**config.mk**
```make
export PLATFORM = sky130hd
export DESIGN_NAME = ej32_dstack
export DESIGN_NICKNAME = d
export VERILOG_FILES = /design/src/rtl/ej32_dstack.sv
export SDC_FILE = /design/constraint.sdc
export NUM_CORES = 2
export LEC_CHECK = 0
export CELL_PAD_IN_SITES_DETAIL_PLACEMENT = 0
export CELL_PAD_IN_SITES_GLOBAL_PLACEMENT = 1
export CORE_MARGIN = 2
export CORE_UTILIZATION = 55
export DETAILED_ROUTE_END_ITERATION = 12
export PLACE_DENSITY = 0.77
export SLEW_MARGIN = 10
export SYNTH_ARGS = -nofsm -noshare
export SYNTH_HDL_FRONTEND = slang
export SYNTH_SLANG_ARGS = --single-unit
export TNS_END_PERCENT = 1
```
**constraint.sdc**
```tcl
create_clock -name clk -period 12.5 [get_ports clk]
set_input_delay 3.75 -clock clk [delete_from_list [all_inputs] [get_ports clk]]
set_output_delay 3.75 -clock clk [all_outputs]
set_load 0.005 [all_outputs]
```
**src/rtl/ej32_dstack.sv**
```systemverilog
// ej32_dstack: data stack with TOS/NOS held in registers and deeper entries in a
// register array. Every op completes in one cycle when en is high.
// Compile-time option: define EJ32_DSTACK_CHK_EN to block illegal ops and raise
// sticky overflow/underflow flags; otherwise every op executes unconditionally.
module ej32_dstack #(
   parameter int unsigned DSZ   = 32,
   parameter int unsigned DEPTH = 64,
   parameter int unsigned CW    = $clog2(DEPTH + 1)
) (
   input  logic           clk,
   input  logic           rst,
   input  logic           en,
   input  logic [2:0]     op,
   input  logic [DSZ-1:0] v,
   input  logic           err_clr,
   output logic [DSZ-1:0] t_o,
   output logic [DSZ-1:0] s_o,
   output logic [CW-1:0]  depth_o,
   output logic           full_o,
   output logic           empty_o,
   output logic [1:0]     err_o
);

   localparam int unsigned MD = DEPTH - 2;       // entries below NOS
   localparam int unsigned MW = $clog2(MD);
   localparam logic [CW-1:0] DepthN = CW'(DEPTH);

   typedef enum logic [2:0] {
      OpNop  = 3'd0,
      OpPush = 3'd1,
      OpPop  = 3'd2,
      OpAlu  = 3'd3,
      OpSwap = 3'd4,
      OpDup  = 3'd5,
      OpOver = 3'd6,
      OpRepl = 3'd7
   } op_e;

   logic [DSZ-1:0] t_q, t_d;
   logic [DSZ-1:0] s_q, s_d;
   logic [CW-1:0]  n_q, n_d;
   logic [DSZ-1:0] mem [MD];

   logic [DSZ-1:0] third;
   logic [MW-1:0]  rd_idx;
   logic [MW-1:0]  wr_idx;
   logic           wr_en;
   logic [DSZ-1:0] push_val;
   logic           ovf;
   logic           udf;
   logic           illegal;

   // Third element, mem[n-3]; zero when it does not exist or n is out of range
   always_comb begin
      third  = '0;
      rd_idx = MW'(n_q - CW'(3));
      if (n_q >= CW'(3) && n_q <= DepthN) begin
         third = mem[rd_idx];
      end
   end

   // Legality classification of the requested op
   always_comb begin
      ovf      = 1'b0;
      udf      = 1'b0;
      push_val = v;
      case (op_e'(op))
         OpPush: ovf = (n_q >= DepthN);
         OpDup: begin
            ovf      = (n_q >= DepthN);
            udf      = (n_q == '0);
            push_val = t_q;
         end
         OpOver: begin
            ovf      = (n_q >= DepthN);
            udf      = (n_q < CW'(2));
            push_val = s_q;
         end
         OpPop:  udf = (n_q == '0);
         OpRepl: udf = (n_q == '0);
         OpAlu:  udf = (n_q < CW'(2));
         OpSwap: udf = (n_q < CW'(2));
         default: ;
      endcase
   end

`ifdef EJ32_DSTACK_CHK_EN
   logic [1:0] err_q, err_d;

   assign illegal = ovf | udf;

   // Sticky error flags; a new error wins over a same-cycle clear
   always_comb begin
      err_d = err_clr ? 2'b00 : err_q;
      if (en) begin
         if (ovf) begin
            err_d[0] = 1'b1;
         end else if (udf) begin
            err_d[1] = 1'b1;
         end
      end
   end

   // Error flag register
   always_ff @(posedge clk or negedge rst) begin
      if (!rst) begin
         err_q <= 2'b00;
      end else begin
         err_q <= err_d;
      end
   end

   assign err_o = err_q;
`else
   logic unused_chk;

   assign illegal    = 1'b0;
   assign unused_chk = ovf | udf | err_clr;
   assign err_o      = 2'b00;
`endif

   // Next-state for TOS, NOS, count and the spill write into mem
   always_comb begin
      t_d    = t_q;
      s_d    = s_q;
      n_d    = n_q;
      wr_en  = 1'b0;
      wr_idx = MW'(n_q - CW'(2));
      if (en && !illegal) begin
         case (op_e'(op))
            OpPush, OpDup, OpOver: begin
               t_d   = push_val;
               s_d   = t_q;
               n_d   = n_q + CW'(1);
               // NOS spills into mem only when it holds a real element
               wr_en = (n_q >= CW'(2)) && (n_q < DepthN);
            end
            OpPop: begin
               t_d = (n_q <= CW'(1)) ? '0 : s_q;
               s_d = third;
               n_d = n_q - CW'(1);
            end
            OpAlu: begin
               t_d = v;
               s_d = third;
               n_d = n_q - CW'(1);
            end
            OpSwap: begin
               t_d = s_q;
               s_d = t_q;
            end
            OpRepl: t_d = v;
            default: ;
         endcase
      end
   end

   // TOS/NOS/count registers
   always_ff @(posedge clk or negedge rst) begin
      if (!rst) begin
         t_q <= '0;
         s_q <= '0;
         n_q <= '0;
      end else begin
         t_q <= t_d;
         s_q <= s_d;
         n_q <= n_d;
      end
   end

   // Deeper entries; intentionally not reset
   always_ff @(posedge clk) begin
      if (wr_en) begin
         mem[wr_idx] <= s_q;
      end
   end

   assign t_o     = t_q;
   assign s_o     = s_q;
   assign depth_o = n_q;
   assign full_o  = (n_q == DepthN);
   assign empty_o = (n_q == '0);

endmodule
```
# == After elaboration in Yosys (flattened, before gate mapping) ==
# Memories as Yosys holds them, arrays and structs flattened.
# Index checks and enable logic that the tools add are counted.
# classes
n_div,0
mux,10
n_reduce_logical,13
magnitude_cmp,5
shifts,0
n_eq_ne,9
add_sub_neg,4
mul,0
bitwise_logic,0
# op_table
cell,n
32-bit one-hot mux with 2 select lines,2
32-bit one-hot mux with 4 select lines,1
32-bit two-way mux,2
"7-bit by 2-bit >= comparator with 1-bit output, second input constant",2
7-bit one-hot mux with 2 select lines,1
"3-bit equality test, second input constant",4
"6-bit by 2-bit subtractor with 6-bit output, second input constant",2
"7-bit by 1-bit adder with 7-bit output, second input constant",1
"7-bit equality test, second input constant",1
"7-bit by 1-bit <= comparator with 1-bit output, second input constant",1
"7-bit <= comparator, second input constant",1
7-bit zero test,1
"7-bit less-than comparator, second input constant",1
"7-bit by 1-bit subtractor with 7-bit output, second input constant",1
"3-bit by 2-bit equality test with 1-bit output, second input constant",2
1-bit two-way mux,4
2-bit AND reduction,2
2-bit nonzero test,2
4-bit nonzero test,1
2-bit OR reduction,2
4-bit OR reduction,1
"3-bit by 1-bit equality test with 1-bit output, second input constant",1
3-bit AND reduction,1
3-bit OR reduction,1
other kinds (2),3
# totals
ram_bits,1984
mem_count,1
romBits,0
latchBits,0
inputBits,39
register_bits,71
output_inout_bits,75
# mem_list
name,depth,width,read_ports,rd_clocked_by_memory_dff,wr,line,text
mem,62,32,1,0,1,42,logic [DSZ-1:0] mem [MD];

# == Depth between registers and ports, before layout ==
# depth
ltp_word,6
ltp_mapped,16
mapped_depth_nobuf,7

# == Least setup slack after synthesis ==
# OpenSTA, ideal clock, no wires.
# synth_timing
path_kind,input to register
start,input port op[1]
end,"memory mem[21][0], enable pin"
path_slack_ns,5.563
t_arrival_ns,6.516
required_time_ns,12.079
n_path_buf,2
stages,6
path_cell_list,buf_2 > clkbuf_1 > nand2_1 > a2111oi_2 > nand3_1 > nor2_1
# synth_via
elab_chain_len,6
# synth_rtl
item,line,text
"start, declared",13,"input logic [2:0] op,"
"3-bit by 1-bit equality test with 1-bit output, or another cell as far along",-,
3-bit OR reduction (no line) (*),-,
1-bit two-way mux (*),130,case (op_e'(op))
1-bit two-way mux (*),129,if (en && !illegal) begin
1-bit two-way mux (*),173,if (wr_en) begin
1-bit two-way mux (not written as such) (*),174,mem[wr_idx] <= s_q;
"end, declared",42,
# Mark *: on every way between the ends. The rest lies on a longest branch, timed or not.

# == Worst setup path in the final report ==
# layout_timing
start,input port op[1]
end,"memory mem[2][11], enable pin"
# The elaborated chain is that of the path after synthesis.

==> qor.yml <==
final_layout:
  layout_commonest_cell: "edfxtp_1"
  fin_util_pct: 62.6
  drive_gt1_share_pct: 24.9
  nets: 4224
  syn_to_final_growth_pct: 13.3
  mostFrequentLayoutCells: "edfxtp_1, mux4_2, nand2_1"
status:
  status: "completed"
logic_synthesis:
  synth-edff-count: 1984
  ys_seq_elements: 2055
  synth_cell_types: 67
  synth-main-ff-cell: "edfxtp_1"
  synth_area_um2: 80300
  synth_area_per_cell_um2: 20.4
  yosysWarnings: 0
  async_flop_share_pct: 3.45
  ys_seq_area_share_pct: 76.4
  synth_cells: 3938
sta:
  min_period_ns: 7.19
  tns_ns: 0
  setup_viol: 0
  hold_viol: 0
  period_share_pct: 57.5
  fmax_mhz: 139
  finalClockSkew_ns: 0.0293
  final_max_slew_viol_count: 0
  tightest_slew_ns: 1.34
  relSlewSlack_pct: 10.1
  rsz0062_at_grt: "no"
critical_path:
  path_buf_inv: 2
  arrival_ns: 7.66
  reg2reg_depth: 10
  path_delay_family: "simple AND/OR/NAND/NOR gates"
  crit_chain: "clkdlybuf4s50_1 > nand2_1 > a2111oi_2 > nand2_1 > nor2_4 > buf_4"
  cp-start-kind: "input port"
  cp_slowest_stage_delay_ns: 1.00
  required_ns: 12.97
  path_class: "in2reg"
  critPathCaptureType: "flip-flop"
  path_depth: 6
  critPathSlowestCell: "clkdlybuf4s50_1"
  path_max_fanout: 18
  crit_path_frequent_cell: "nand2_1"
drt:
  vias: 41100
  drt-initial-drc-count: 5523
  firstDrtPassIters: 6
  drtAntennaViolNets: 0
  wirelength_mm: 209
  vias_per_cell: 6.55
  drc: 0
  wl_per_cell_um: 33.3
global_routing:
  grt_usage_pct: 28.4
  antenna_found_initial: 14
  grt_pass1_wl_mm: 295
  grt_max_degree: 129
  gr-total-overflow: 0
  grt_pass1_vias: 40300
cts:
  cts_hold_buf: 0
  clock-sinks: 2055
  cts_tree: "built"
  cts_max_path_buffers: 3
  clkTransAtPathRegs_ns: 0.06
  cts_max_level: 4
  post_cts_resize_count: 0
  root_buffer: "clkbuf_16"
  post_cts_buffers: 0
  numCtsBuffers: 197
  clock_latency_ns: 0.83
die:
  die_x_um: 386
  ios: 114
  core_area_um2: 145000
  die_area_um2: 149000
  rows: 140
  initial_core_util_pct: 55.2
  die_y_um: 386
flow_run:
  maxCapViolations: 0
power_and_ir_drop:
  p_leak_nw: 29.0
  ir_drop_mv: 0.305
  total_power_mw: 23.7
  power_density_nw_per_um2: 260
worst_hold_path:
  holdPathStages: 1
  hp-class: "reg2reg"
placed_design:
  hpwl_mm: 117
  numPortBuffers: 110
  place_congestion: 0.869
[per-layer routing]
layer  global-route usage, %  routed length (um)  part of all wire, %  vias to the layer above
met4                    10.0                7310                  3.5                        6
met5                       0                  42                0.020                        -
met1                    40.4               80500                   39                    21800
met2                    44.0               99100                   47                     2152
li1                        -                   -                    -                    16800
met3                    6.38               22100                   11                      335
[cell usage after synthesis (19+ instances only)]
master / number / share of area (%)
buf_4: 36 / 0.34
clkbuf_1: 97 / 0.45
buf_2: 81 / 0.50
o311ai_1: 19 / 0.21
mux4_2: 499 / 14
nand3_1: 135 / 0.84
nand2_1: 391 / 1.8
dfrtp_1: 71 / 2.2
a21oi_1: 92 / 0.57
a31oi_1: 39 / 0.30
edfxtp_1: 1984 / 74
a221o_1: 32 / 0.40
nor4_1: 20 / 0.16
o22ai_1: 26 / 0.20
nor2_1: 108 / 0.50
a22o_1: 32 / 0.35
mux2i_1: 73 / 0.91
[state kept, by name, summed over array words and instances (netlist names)]
name / count
t_o: 32
depth_o: 7
mem: 1984
s_o: 32
[path summary, 6_finish.rpt]
path | startpoint | end | slack [ns]
setup / recovery | op[1] | mem[2][11] | 5.31
hold / removal | t_o[29] | t_o[29] | 0.58
setup reg to reg | depth_o[0] | s_o[28] | 6.27
hold reg to reg | t_o[29] | t_o[29] | 0.58
max in group asynchronous | rst | depth_o[0] | 8.41
min in group asynchronous | rst | s_o[29] | 2.89
[stage by stage]
step	worst slack, ns	instances	hold slack, ns	instance area [um^2]
final	5.31	6270	0.576	91000
after CTS	5.41	6263	0.567	91000
after global routing	5.26	6263	0.567	91000
after detailed placement	4.54	5898	0.552	84700
after global placement	4.64	5898	0.538	84700
after floorplan	5.56	3939	0.512	80300
[worst register-to-register path, delay by kind of cell (launching register included)]
family / cells / cell delay [ns]
fa+ha+maj: 1 / 0.79
mux: 1 / 0.60
xor+xnor: 1 / 0.22
buf+inv: 4 / 2.45
compound gates: 3 / 1.00
flops: 1 / 1.02
[logic make-up after synthesis]
logic type / share of synthesized area [%]
other: 0.00467
DFF: 76.4
adders and majority gates: 0.0779
AOI/OAI and AO/OA: 2.82
xor gates and xnor gates: 0.274
buffers and inverters: 1.49
muxes: 15.1
and+or+nand+nor: 3.86
[report_power, final]
| group | internal (mW) | switching, mW | leakage [nW] |
|---|---|---|---|
| registers | 8.54 | 0.307 | 19.0 |
| logic | 3.23 | 5.77 | 7.00 |
| clock network | 3.34 | 2.50 | 3.07 |
[cell type report]
class	count	area [um^2]
Antenna cell	7	17.5
Clock buffer	266	5390
Clock inverter	99	920
Fill cell	9831	54400
Inverter	3	11.3
Multi-Input combinational cell	1645	18400
Sequential cell	2055	61400
Tap cell	1917	2400
Timing Repair Buffer	278	2450
No activity file was read; power rests on OpenSTA's default activity.
